`src/rtl/rt_feed_pkg.sv`:
```
// Shared types and defaults for the RT feed sequencer.
package rt_feed_pkg;

  // Framing state: hunt for sync, read length, stream payload.
  typedef enum logic [1:0] {
    ST_SYNC = 2'd0,
    ST_LEN  = 2'd1,
    ST_DATA = 2'd2
  } state_t;

  localparam logic [15:0] SYNC_WORD_DEF = 16'hA5A5;
  localparam int          MAX_LEN_DEF   = 512;
  localparam int          CNT_W_DEF     = 16;

endpackage

```
`src/rtl/rt_feed_sequencer_sat_counter.sv`:
```
// Saturating up-counter with synchronous clear; holds at all-ones.
module sat_counter #(
  parameter int W = 16
) (
  input  logic         clk,
  input  logic         clr_i,
  input  logic         inc_i,
  output logic [W-1:0] count_o
);

  logic [W-1:0] cnt_q;

  // Count increments, stop at all-ones instead of wrapping.
  always_ff @(posedge clk) begin
    if (clr_i) begin
      cnt_q <= '0;
    end else if (inc_i && (cnt_q != '1)) begin
      cnt_q <= cnt_q + 1'b1;
    end
  end

  assign count_o = cnt_q;

endmodule

```
`src/rtl/rt_feed_sequencer.sv`:
```
// Drains the RX FIFO, frames sync/length/payload packets and hands payload
// words to the real-time consumer.
//
// Handshake: sample_valid, sample_data and sample_last are held stable from
// the cycle sample_valid rises until the cycle sample_valid && sample_ready is
// seen at a clock edge; the word is transferred on that edge and sample_valid
// drops in the following cycle. sample_valid never depends on sample_ready.
module rt_feed_sequencer
  import rt_feed_pkg::*;
#(
  parameter logic [15:0] SYNC_WORD = SYNC_WORD_DEF,
  parameter int          MAX_LEN   = MAX_LEN_DEF,
  parameter int          CNT_W     = CNT_W_DEF
) (
  input  logic             clk,
  input  logic             reset,
  input  logic             enable,
  output logic             fifo_rd_req,
  input  logic [15:0]      fifo_rd_data,
  input  logic             fifo_rd_empty,
  output logic [15:0]      sample_data,
  output logic             sample_valid,
  input  logic             sample_ready,
  output logic             sample_last,
  output logic [CNT_W-1:0] pkt_count,
  output logic [CNT_W-1:0] err_count,
  output logic             busy,
  output state_t           state_dbg
);

  localparam int          LEN_W     = $clog2(MAX_LEN + 1);
  localparam logic [15:0] MAX_LEN_W = 16'(MAX_LEN);

  state_t             state_q;
  logic               rd_pend_q;
  logic [LEN_W-1:0]   remaining_q;
  logic [15:0]        sample_data_q;
  logic               sample_valid_q;
  logic               sample_last_q;

  logic slot_ok;
  logic state_ok;
  logic rd_req;
  logic accept;
  logic bad_len;
  logic err_inc;
  logic pkt_inc;

  // Read issue: one read outstanding at most; in DATA wait for the output
  // slot to fully drain so the captured word always has somewhere to go.
  always_comb begin
    slot_ok  = !sample_valid_q || (sample_ready && (state_q != ST_DATA));
    state_ok = (state_q == ST_SYNC) ? enable : 1'b1;
    rd_req   = !reset && !fifo_rd_empty && !rd_pend_q && slot_ok && state_ok;
    accept   = sample_valid_q && sample_ready;
    bad_len  = (fifo_rd_data == 16'd0) || (fifo_rd_data > MAX_LEN_W);
    err_inc  = rd_pend_q &&
               (((state_q == ST_SYNC) && (fifo_rd_data != SYNC_WORD)) ||
                ((state_q == ST_LEN) && bad_len));
    pkt_inc  = accept && sample_last_q;
  end

  // Framing FSM, read-pending flag and registered payload outputs.
  always_ff @(posedge clk) begin
    if (reset) begin
      state_q        <= ST_SYNC;
      rd_pend_q      <= 1'b0;
      remaining_q    <= '0;
      sample_data_q  <= '0;
      sample_valid_q <= 1'b0;
      sample_last_q  <= 1'b0;
    end else begin
      rd_pend_q <= rd_req;

      if (accept) begin
        sample_valid_q <= 1'b0;
        sample_last_q  <= 1'b0;
        if (sample_last_q) begin
          state_q <= ST_SYNC;
        end
      end

      // A captured word is never concurrent with an accept: reads in DATA
      // are only issued while sample_valid is low.
      if (rd_pend_q) begin
        case (state_q)
          ST_SYNC: begin
            if (fifo_rd_data == SYNC_WORD) begin
              state_q <= ST_LEN;
            end
          end
          ST_LEN: begin
            if (bad_len) begin
              state_q <= ST_SYNC;
            end else begin
              remaining_q <= fifo_rd_data[LEN_W-1:0];
              state_q     <= ST_DATA;
            end
          end
          ST_DATA: begin
            sample_data_q  <= fifo_rd_data;
            sample_valid_q <= 1'b1;
            sample_last_q  <= (remaining_q == LEN_W'(1));
            remaining_q    <= remaining_q - 1'b1;
          end
          default: begin
            state_q <= ST_SYNC;
          end
        endcase
      end
    end
  end

  sat_counter #(.W(CNT_W)) u_pkt_cnt (
    .clk     (clk),
    .clr_i   (reset),
    .inc_i   (pkt_inc),
    .count_o (pkt_count)
  );

  sat_counter #(.W(CNT_W)) u_err_cnt (
    .clk     (clk),
    .clr_i   (reset),
    .inc_i   (err_inc),
    .count_o (err_count)
  );

  assign fifo_rd_req  = rd_req;
  assign sample_data  = sample_data_q;
  assign sample_valid = sample_valid_q;
  assign sample_last  = sample_last_q;
  assign busy         = (state_q != ST_SYNC) || rd_pend_q || sample_valid_q;
  assign state_dbg    = state_q;

endmodule

```
`config.mk`:
```
export PLATFORM = sky130hd
export DESIGN_NAME = rt_feed_sequencer
export DESIGN_NICKNAME = d
export VERILOG_FILES = /design/src/rtl/rt_feed_pkg.sv /design/src/rtl/rt_feed_sequencer_sat_counter.sv /design/src/rtl/rt_feed_sequencer.sv
export SDC_FILE = /design/constraint.sdc
export NUM_CORES = 1
export LEC_CHECK = 0
export ABC_CLOCK_PERIOD_IN_PS = 3250
export BUFFER_PORTS_ARGS = -buffer_cell sky130_fd_sc_hd__buf_2
export CAP_MARGIN = 15
export CELL_PAD_IN_SITES_DETAIL_PLACEMENT = 0
export CELL_PAD_IN_SITES_GLOBAL_PLACEMENT = 1
export CORE_UTILIZATION = 41
export CTS_CLUSTER_DIAMETER = 50
export DETAILED_ROUTE_END_ITERATION = 6
export GPL_TIMING_DRIVEN = 0
export PLACE_DENSITY_LB_ADDON = 0.1
export REMOVE_ABC_BUFFERS = 1
export SKIP_CTS_REPAIR_TIMING = 1
export SYNTH_ARGS = -nofsm -noshare
export SYNTH_HDL_FRONTEND = slang
export SYNTH_SLANG_ARGS = --single-unit
```
`constraint.sdc`:
```
create_clock -name clk -period 3.25 [get_ports clk]
set_input_delay 0.4875 -clock clk [delete_from_list [all_inputs] [get_ports clk]]
set_output_delay 0.4875 -clock clk [all_outputs]
set_load 0.01 [all_outputs]
```
* After elaboration in Yosys (flattened, before gate mapping)
Cells that the tools add are included. Widths: inputs -> output; s select.
Operators by class: add/sub/neg operators 3, order comparisons 1, eq/ne operators 9, muxes and demuxes 15, reductions and logical operators 27
Operators with widths (number):
- $ne 16x16->1 const B | 3
- $add 16x1->16 const B | 2
- $pmux 10 s2 | 1
- $eq 16x16->1 const B | 1
- $gt 16x10->1 const B | 1
- $logic_not 16->1 | 1
- $logic_and 1x1->1 | 12
- $eq 10x1->1 const B | 1
- $mux 10 | 1
- $mux 2 | 5
- $sub 10x1->10 const B | 1
- $mux 1 | 7
- $pmux 2 s3 | 1
- $logic_or 1x1->1 | 5
- $logic_not 1->1 | 4
- $ne 2x2->1 const B | 2
- $reduce_bool 2->1 | 2
- $reduce_and 3->1 | 1
- $eq 2x1->1 const B | 1
- $eq 2x2->1 const B | 1
- $logic_not 2->1 | 1
- $reduce_and 2->1 | 1
Word-level totals: bits in registers 63, bits of input ports 21, output and inout bits 54, word-level logic and storage cells 63

* Longest topological paths before layout
Gate-level depths: netlist of the first run.
depth after elaboration 6, depth in mapped cells 8, mapped depth without buffers 7

* By module
A second synthesis of the first run with hierarchy kept.
Second synthesis, totals: cells, all modules 409, area, all modules 3374.5 µm²
By module, submodules not included:
- sat_counter | instances 2, cells an instance 99, area an instance 848.3 µm², sequential area each 320.3 µm²
- rt_feed_sequencer | instances 1, cells an instance 211, area an instance 1677.9 µm², sequential area each 620.6 µm²

* Worst setup path after synthesis of the first run
Ideal clock, no wire load.
kind input-to-reg, start input fifo_rd_data[1], end register u_err_cnt.cnt_q[4] (netlist: u_err_cnt.count_o[4]), library setup time 0.059 ns, arrival 2.312 ns, required time 3.191 ns, slack 0.879 ns, stages 7, buffers on the path 1, path through or4_4 or4_4 nand3_4 nand3_4 buf_6 or4_1 nand2_1
Between the ends: longest elaborated chain between the ends 6, elaborated cells between the ends (all ways) 9, classes of those cells 1 x order compare; 1 x eq/ne; 7 x reduce/logical
Ends and longest elaborated chain:
- start: declaration | RTL line rt_feed_sequencer.sv:19 | input logic [15:0] fifo_rd_data,
- $gt 16x10->1 / $logic_not 16->1 (equally long branches) | RTL line rt_feed_sequencer.sv:56 | bad_len = (fifo_rd_data == 16'd0) || (fifo_rd_data > MAX_LEN_W);
- $logic_or 1x1->1 | RTL line rt_feed_sequencer.sv:56
- $logic_and 1x1->1 | RTL line rt_feed_sequencer.sv:59 | ((state_q == ST_LEN) && bad_len));
- $logic_or 1x1->1 * | RTL line rt_feed_sequencer.sv:58 | (((state_q == ST_SYNC) && (fifo_rd_data != SYNC_WORD)) ||
- $logic_and 1x1->1 * | RTL line rt_feed_sequencer.sv:57 | err_inc = rd_pend_q &&
- $logic_and 1x1->1 * | RTL line rt_feed_sequencer_sat_counter.sv:17 | end else if (inc_i && (cnt_q != '1)) begin
- end signal: assignment | RTL line rt_feed_sequencer_sat_counter.sv:18 | cnt_q <= cnt_q + 1'b1;
- end: declaration | RTL line rt_feed_sequencer_sat_counter.sv:11 | logic [W-1:0] cnt_q;
Every way passes the cells marked *; elsewhere a longest branch is shown, timed or not. A chain may end at the register's enable or synchronous reset.

* Final worst setup path of the first run
start register state_q[1] (netlist: state_dbg[1]), end register remaining_q[4]
Between the ends: longest elaborated chain between the ends 3, elaborated cells between the ends (all ways) 6, classes of those cells 3 x eq/ne; 1 x mux; 2 x reduce/logical
Ends and longest elaborated chain:
- start: declaration | RTL line rt_feed_sequencer.sv:34 | state_t state_q;
- start signal: assignment | RTL line rt_feed_sequencer.sv:66 | state_q <= ST_SYNC;
- start signal: assignment | RTL line rt_feed_sequencer.sv:79 | state_q <= ST_SYNC;
- start signal: assignment | RTL line rt_feed_sequencer.sv:89 | state_q <= ST_LEN;
- $eq 2x1->1 / $eq 2x2->1 (equally long branches) | RTL line rt_feed_sequencer.sv:86 | case (state_q)
- $ne 2x2->1 (no line) / $reduce_bool 2->1 (equally long branches)
- $reduce_and 3->1 (no line)
- end signal: assignment | RTL line rt_feed_sequencer.sv:96 | remaining_q <= fifo_rd_data[LEN_W-1:0];
- end signal: assignment | RTL line rt_feed_sequencer.sv:104 | remaining_q <= remaining_q - 1'b1;
- end: declaration | RTL line rt_feed_sequencer.sv:36 | logic [LEN_W-1:0] remaining_q;
Parallel ways exist; a longest one is shown, timed or not.

==> results of run 1 <==
==> worst paths after layout <==
check	start	end	slack [ns]	cells after the start
hold / removal	fifo_rd_data[14]	sample_data[14]	0.40	3
setup reg to reg	state_dbg[1]	remaining_q[4]	0.50	5
hold reg to reg	sample_data[14]	sample_data[14]	0.45	2
setup / recovery	state_dbg[1]	remaining_q[4]	0.50	5
==> synthesized netlist by cell type, drive strengths merged (2+ instances only) <==
cell and count:
or3 8, and3 4, buf 3, a311oi 2
and4b 2, nand2 68, nand3 22, nor3b 2
and2 2, nand2b 4, o211ai 3, nor3 9
a21oi 39, nand3b 2, a31oi 2, inv 7
nor2b 7, nor2 39, o31ai 3, o21ai 13
nor4 6, clkbuf 13, mux2 2, xnor2 9
or4 10, nand4 9, ha 4, dfxtp 63
xor2 10, mux2i 6
==> state kept, by name (all words and copies together) (netlist names) <==
| register | count |
|---|---|
| rd_pend_q | 1 |
| sample_data | 16 |
| state_dbg | 2 |
| remaining_q | 10 |
| sample_valid | 1 |
| u_pkt_cnt.count_o | 16 |
| u_err_cnt.count_o | 16 |
| sample_last | 1 |
==> per-stage QoR <==
step                utilization  instances  setup slack (ns)  area, um^2  power (W)
floorplan                     -        366             0.829        2980   0.000809
global placement          0.481        539             0.452        3470   0.000849
detailed placement        0.481        539             0.447        3470   0.000849
CTS                       0.508        554             0.460        3670    0.00153
global route              0.511        555             0.220        3690    0.00158
finish                    0.511        555             0.500        3690    0.00152
==> per-layer routing <==
layer / global-route usage / vias up / share of wire / routed length, um
met1: 0.269 / 1347 / 0.48 / 3590
met5: 0 / - / 0 / 0
met2: 0.321 / 76 / 0.46 / 3430
li1: - / 1492 / - / -
met4: 0.0777 / 0 / 0.011 / 82
met3: 0.0302 / 8 / 0.055 / 410
==> tightest hold or removal path: cells and delay by family <==
family,cells,cell delay [ns]
buffers and inverters,1,0.10
AOI/OAI and AO/OA,1,0.05
and+or+nand+nor,1,0.05
==> cell families after synthesis <==
group,synth area share
adder cells (fa/ha/maj),0.0164
AO/OA/AOI/OAI,0.125
buffers and inverters,0.0308
AND/OR/NAND/NOR,0.331
flip-flops,0.414
XOR/XNOR,0.0547
multiplexers,0.0271
==> cell type report <==
cell class	count	area, um^2
clock buffers	10	138
clock inverters	5	58.8
fillers	761	3530
inverters	7	26.3
multi-input cells	296	1690
flip-flops and latches	63	1260
well taps	99	124
repair buffers	75	390
==> power by group through the flow <==
stage	clock, W	combinational, W	sequential [W]
after floorplan	0	0.0000163	0.000793
after global routing	0.000739	0.0000641	0.000775
final	0.000684	0.0000582	0.000775
after CTS	0.000700	0.0000562	0.000775
after global placement	0	0.0000559	0.000793
after detailed placement	0	0.0000561	0.000793
==> flow_summary_export.csv, run 1 <==
group,metric,value,unit
outcome,status,"complete, no violations",
power,vdd.ir_drop.worst,0.219,mV
routing,via_per_inst,5.27,
clock_network,cts_buffers,9,
power,p_sw,0.000353,W
timing,maxClockFrequency,364,MHz
critical_path,arrival,2.94,ns
synthesis,synth_top_area_frac,0.414,
timing,drv_slew,0,
critical_path,worst-path-buf-inv,0,
die,rows,31,
hold_path,hold_class,"in -> reg",
clock_network,cts_max_level,3,
synthesis,yosys_warnings,0,
power,clockPowerShare,0.451,
timing,clock_skew,0.00949,ns
place,numPortBuffers,74,
timing,slew_headroom,0.477,
die,fp.dieW,88.2,um
die,core_area,7210,um^2
critical_path,timing.critical_path.mode_cell,"nand2_1",
timing,hold_slack,0.400,ns
grt,gr-total-overflow,0,
critical_path,crit_path_end_kind,"flop",
critical_path,crit_slowest_cell,"nand2_1",
timing,hold_violations,0,
timing,rsz0062_at_grt,"false",
synthesis,ys_types,44,
timing,setup_viol_count_final,0,
synthesis,ys_ff_latch,63,
synthesis,synth-main-ff-cell,"dfxtp_1",
clock_network,tritoncts,"done",
timing,tightestPinTransition,0.783,ns
synthesis,netlist_top_cells_area,"dfxtp_1 41%, nand2_1 8.4%, a21oi_1 6.4%",
grt,grt_pass1_wl,12.1,mm
clock_network,clockBufferDepth,2,
timing,setup_tns,0,ns
layout,n_antenna_cell,0,
power,power_density,412,nW/um^2
clock_network,clk_latency,0.34,ns
power,swShare,0.233,
die,dieArea,7770,um^2
critical_path,cp_max_fo,23,
routing,drt_wl_total,7.51,mm
grt,grt_usage,0.200,
synthesis,netlist_area,3040,um^2
layout,drive_above_1_share,0.215,
synthesis,async_flop_share,0,
routing,first_pass_iters,4,
die,io_pins,75,
routing,drtAntennaViolNets,0,
synthesis,synth_edf_count,0,
critical_path,worstPathRequired,3.44,ns
power,p_seq_frac,0.511,
die,die_height,88.2,um
synthesis,synth_cells,382,
routing,routedWlPerCell,13.5,um
die,initial_core_util,0.422,
critical_path,critPathMaxStageDelay,0.66,ns
timing,fin_crit_sh,0.846,
critical_path,crit_family,"simple AND/OR/NAND/NOR gates",
synthesis,avgSynthCellArea,7.97,um^2
critical_path,startpoint_type,"flop",
critical_path,path_cells,"nor2b_1 -> nand2_1 -> nand2_1 -> mux2i_1 -> o22ai_1",
routing,drc,0,
critical_path,worstSetupPathType,"reg -> reg",
clock_network,clockRootBuffer,"clkbuf_8",
routing,drtIter0Drc,141,
clock_network,clk_pin_slew,0.08,ns
power,power_leakage,1.48,nW
place,globalplace.congestion,0.821,
layout,fin_nets,477,
synthesis,ys_seq_area_frac,0.414,
timing,layout_min_cycle_time,2.75,ns
synthesis,yosysTopAreaCell,"dfxtp_1",
clock_network,cts_num_sinks,63,
layout,final_common_cell,"buf_2",
job,cap_violations,0,
grt,antenna_found_initial,0,
power,pwr-share-comb,0.038,
routing,vias,2923,
layout,area_delta_synth_final,21.1,%
grt,grt_max_degree,70,
power,p_int,0.00116,W
grt,grt_pass1_vias,2557,
layout,final_cell_mix,"74 x buf_2, 68 x nand2_1, 63 x dfxtp_1, 39 x a21oi_1, 39 x nor2_1",
place,hpwlAfterDp,5.18,mm
Note: power is estimated with default switching activity, not from simulation.
==> inputs of run 2 (changes only) <==
Settings changed: ABC_CLOCK_PERIOD_IN_PS 3250 to 2300, CORE_UTILIZATION 41 to 35.
Clock period 3.25 ns to 2.3 ns, I/O delays scaled along.
==> flow_summary_export.csv, run 2 (synthesis gave the netlist of run 1 again) <==
group,metric,value,unit
power,power_leakage,1.50,nW
critical_path,worstSetupPathType,"in -> reg",
layout,final_cells,564,
layout,n_antenna_cell,0,
power,p_seq_frac,0.546,
routing,drc,0,
place,hpwlAfterDp,5.56,mm
clock_network,tritoncts,"done",
die,rows,33,
timing,slew_headroom,0.508,
routing,met3_length,445,um
power,power_density,541,nW/um^2
timing,setup_viol_count_final,0,
power,vdd.ir_drop.worst,0.299,mV
layout,fin_nets,479,
hold_path,hold_class,"in -> reg",
timing,clock_skew,0.00692,ns
power,p_int,0.00150,W
routing,m1WireLength,3.76,mm
critical_path,critPathMaxStageDelay,0.56,ns
power,pwr-share-comb,0.041,
critical_path,arrival,2.44,ns
clock_network,clockRootBuffer,"clkbuf_8",
routing,maxUsedRoutingLayer,"met4",
grt,gr-total-overflow,0,
critical_path,crit_path_end_kind,"flop",
timing,drv_slew,0,
layout,final_area,3710,um^2
layout,drive_above_1_share,0.233,
routing,drtAntennaViolNets,0,
clock_network,cts_buffers,9,
routing,routedWlPerCell,14.1,um
job,cap_violations,0,
place,numPortBuffers,74,
die,dieArea,9070,um^2
timing,maxClockFrequency,453,MHz
timing,rsz0062_at_grt,"false",
grt,grt_max_degree,44,
routing,routed-wl-met2,3.64,mm
place,dpl-instance-area,3500,um^2
layout,post-route-util,0.447,
die,initial_core_util,0.367,
power,swShare,0.252,
power,p_sw,0.000506,W
critical_path,crit_family,"simple AND/OR/NAND/NOR gates",
routing,via_per_inst,5.21,
layout,area_delta_synth_final,22.0,%
timing,hold_slack,0.249,ns
critical_path,crit_slowest_cell,"or4_4",
clock_network,clk_latency,0.34,ns
timing,fin_crit_sh,0.960,
critical_path,startpoint_type,"input port",
timing,layout_min_cycle_time,2.21,ns
grt,antenna_found_initial,1,
clock_network,clk_pin_slew,0.07,ns
die,io_pins,75,
outcome,status,"complete, no violations",
layout,final_common_cell,"buf_2",
clock_network,clockBufferDepth,2,
routing,drtIter0Drc,92,
power,clockPowerShare,0.413,
die,core_area,8300,um^2
die,die_height,95.3,um
place,dp_cells,546,
critical_path,worst-path-buf-inv,1,
timing,tightestPinTransition,0.731,ns
clock_network,cts_num_sinks,63,
critical_path,cp_max_fo,15,
grt,grt_usage,0.191,
routing,vias,2938,
clock_network,cts_max_level,3,
critical_path,path_cells,"buf_2 -> or4_4 -> or4_4 -> nand3_4 -> nand3_4 -> nor3_1 -> mux2_2",
layout,final_cell_mix,"74 x buf_2, 67 x nand2_1, 63 x dfxtp_1, 39 x a21oi_1, 39 x nor2_1",
grt,grt_pass1_wl,13.4,mm
timing,hold_violations,0,
place,globalplace.congestion,0.778,
critical_path,worstPathRequired,2.53,ns
grt,grt_pass1_vias,2765,
routing,first_pass_iters,4,
routing,drt_wl_total,7.94,mm
die,fp.dieW,95.3,um
==> run 2: through the flow <==
step                TNS (ns)  power (W)  worst slack, ns
finish                     0    0.00201           0.0931
global route               0    0.00210          0.00236
CTS                    -4.14    0.00204           -0.528
detailed placement     -5.87    0.00120           -0.523
global placement       -6.28    0.00120           -0.546
floorplan                  0    0.00114           0.0211
==> run 2: final timing paths <==
check,from,endpoint,slack [ns],depth (start not counted)
max,fifo_rd_data[1],u_err_cnt.count_o[5],0.09,7
min,fifo_rd_data[11],sample_data[11],0.25,3
max reg2reg,u_err_cnt.count_o[0],u_err_cnt.count_o[5],0.21,7
min reg2reg,sample_data[7],sample_data[7],0.45,2
==> run 2: layout make-up <==
cell class              instances  area [um^2]
clock inverters                 7         40.0
fillers                       893         4590
clock buffers                   9          124
multi-input cells             296         1730
inverters                       7         26.3
repair buffers                 77          405
well taps                     105          131
flip-flops and latches         63         1260
==> run 2: per-layer routing <==
metal,global-route usage,vias up
met4,0.0593,0
li1,-,1492
met2,0.309,67
met3,0.0614,7
met1,0.239,1372
met5,0,-
==> run 2: tightest hold or removal path: stages <==
cell	delay, ns
buf_2	0.10
nand2_1	0.05
a21oi_1	0.05
==> run 2: power groups by stage <==
| stage | Clock (W) | Sequential [W] | Combinational, W |
|---|---|---|---|
| CTS | 0.000858 | 0.00110 | 0.0000842 |
| finish | 0.000829 | 0.00110 | 0.0000832 |
| floorplan | 0 | 0.00112 | 0.0000230 |
| global placement | 0 | 0.00112 | 0.0000796 |
| global route | 0.000915 | 0.00110 | 0.0000921 |
| detailed placement | 0 | 0.00112 | 0.0000839 |
==> inputs of run 3 (changes only) <==
Settings changed: CORE_UTILIZATION 35 to 37, CTS_BUF_LIST set to sky130_fd_sc_hd__clkbuf_2 sky130_fd_sc_hd__clkbuf_4 sky130_fd_sc_hd__clkbuf_8, SYNTH_HIERARCHICAL set to 1.
==> flow_summary_export.csv, run 3 <==
group,metric,value,unit
outcome,status,"finished with violations",
outcome,violations,"negative setup slack",
synthesis,netlist_area,3370,um^2
routing,routed-wl-met2,4.26,mm
routing,maxUsedRoutingLayer,"met4",
timing,setup_tns,-0.0150,ns
timing,hold_violations,0,
synthesis,synth-main-ff-cell,"dfxtp_1",
grt,grt_max_degree,50,
synthesis,synth_commonest_cells,"63 x dfxtp_1, 52 x nand2_1, 38 x a21oi_1",
synthesis,ys_types,50,
clock_network,cts_max_level,3,
clock_network,tritoncts,"done",
layout,fin_nets,511,
place,dp_cells,569,
synthesis,synth_cells,409,
die,io_pins,75,
timing,drv_slew,0,
layout,final_cell_mix,"72 x buf_2, 62 x dfxtp_1, 51 x nand2_1, 36 x a21oi_1, 30 x nor2_1",
layout,final_common_cell,"buf_2",
critical_path,cp_max_fo,6,
clock_network,cts_num_sinks,63,
clock_network,clk_pin_slew,0.08,ns
place,dpl-instance-area,3770,um^2
place,hpwlAfterDp,5.94,mm
layout,area_delta_synth_final,23.4,%
job,cap_violations,0,
timing,setup_viol_count_final,2,
synthesis,synth_top_area_frac,0.374,
critical_path,r2r_start,"state_dbg[1]",
critical_path,r2r-end,"remaining_q[0]",
grt,antenna_found_initial,0,
clock_network,cts_buffers,9,
routing,drtAntennaViolNets,0,
place,globalplace.congestion,0.748,
critical_path,reg2reg_depth,3,
timing,clock_skew,0.00953,ns
die,dieArea,9510,um^2
timing,tightestPinTransition,1.05,ns
synthesis,async_flop_share,0,
clock_network,clockBufferDepth,2,
timing,rsz0062_at_grt,"true",
routing,first_pass_iters,4,
die,die_height,97.5,um
clock_network,clk_latency,0.34,ns
critical_path,endpoint,"u_err_cnt/count_o[13]",
power,power,0.00217,W
timing,fin_crit_sh,1.00,
critical_path,crit_path_end_kind,"flop",
timing,layout_min_cycle_time,2.31,ns
hold_path,hold_class,"in -> reg",
routing,routedWlPerCell,15.0,um
power,power_leakage,1.60,nW
critical_path,r2r_slack,0.20,ns
place,dpl_worst_slack,-1.05,ns
critical_path,worstPathRequired,2.57,ns
synthesis,ys_seq_area_frac,0.374,
die,rows,34,
layout,final_area,4160,um^2
routing,via_per_inst,5.51,
critical_path,worstSetupPathType,"in -> reg",
layout,drive_above_1_share,0.271,
power,vdd.ir_drop.worst,0.256,mV
routing,m1WireLength,4.24,mm
routing,vias,3299,
layout,final_cells,599,
synthesis,netlist_top_cells_area,"dfxtp_1 37%, nand2_1 5.8%, a21oi_1 5.6%",
grt,grt_pass1_vias,2984,
synthesis,yosys.cell_count.top_type,"dfxtp_1",
clock_network,clockRootBuffer,"clkbuf_8",
critical_path,arrival,2.58,ns
power,power_density,522,nW/um^2
routing,met3_length,368,um
routing,drtIter0Drc,113,
layout,n_antenna_cell,0,
die,initial_core_util,0.385,
synthesis,ys_ff_latch,63,
routing,drc,0,
synthesis,yosys_warnings,6,
die,fp.dieW,97.5,um
timing,worst_slack,-0.00763,ns
synthesis,synth_edf_count,0,
routing,drt_wl_total,8.97,mm
synthesis,avgSynthCellArea,8.25,um^2
timing,maxClockFrequency,433,MHz
critical_path,startpoint_type,"input port",
grt,grt_pass1_wl,14.5,mm
place,numPortBuffers,74,
die,core_area,8760,um^2
critical_path,startpoint,"fifo_rd_data[8]",
grt,grt_usage,0.187,
timing,slew_headroom,0.303,
synthesis,yosysTopAreaCell,"dfxtp_1",
grt,gr-total-overflow,0,
==> run 3: through the flow <==
stage | hold slack, ns | utilization
after floorplan | 0.410 | -
after global placement | 0.440 | 0.428
after detailed placement | 0.444 | 0.430
after CTS | 0.237 | 0.453
after global routing | 0.251 | 0.475
final | 0.248 | 0.475
==> run 3: layout make-up <==
cell class	count	area, um^2
clock inverters	4	45.0
fillers	910	4600
well taps	108	135
flip-flops and latches	63	1260
inverters	12	45.0
clock buffers	12	153
repair buffers	89	515
multi-input cells	311	2010
==> run 3: critical path, cell delays in order <==
cell and delay [ns]:
buf_4 0.12, or4_4 0.53, nor4_4 0.31, nor3_2 0.10, nor3_4 0.29, nand2_2 0.15
buf_6 0.15, or4_1 0.45, a21oi_1 0.12
==> run 3: routing by layer <==
metal  vias up  GRT usage
met1      1560      0.245
met3         8     0.0367
li1       1669          -
met2        62      0.303
met5         -          0
met4         0     0.0747
==> run 3: worst min-delay path by stage <==
stage                     startpoint              end  slack, ns  depth (start not counted)
global route        fifo_rd_data[11]  sample_data[11]       0.25                          3
floorplan                      reset   remaining_q[3]       0.41                          1
finish               fifo_rd_data[5]   sample_data[5]       0.25                          3
CTS                 fifo_rd_data[11]  sample_data[11]       0.24                          3
detailed placement    sample_data[2]   sample_data[2]       0.44                          2
global placement      sample_data[8]   sample_data[8]       0.44                          2
==> run 3: cell families after synthesis <==
group           share of synthesized area
buf+inv                            0.0512
mux                                0.0126
compound gates                      0.180
fa+ha+maj                          0.0148
flops                               0.374
xor+xnor                           0.0260
simple gates                        0.342
==> run 3: power by group <==
| group | internal [W] | switching (W) | total (W) |
|---|---|---|---|
| Clock | 0.000550 | 0.000434 | 0.000983 |
| Sequential | 0.00109 | 0.00000246 | 0.00109 |
| Combinational | 0.0000356 | 0.0000576 | 0.0000932 |
| Total | 0.00168 | 0.000494 | 0.00217 |
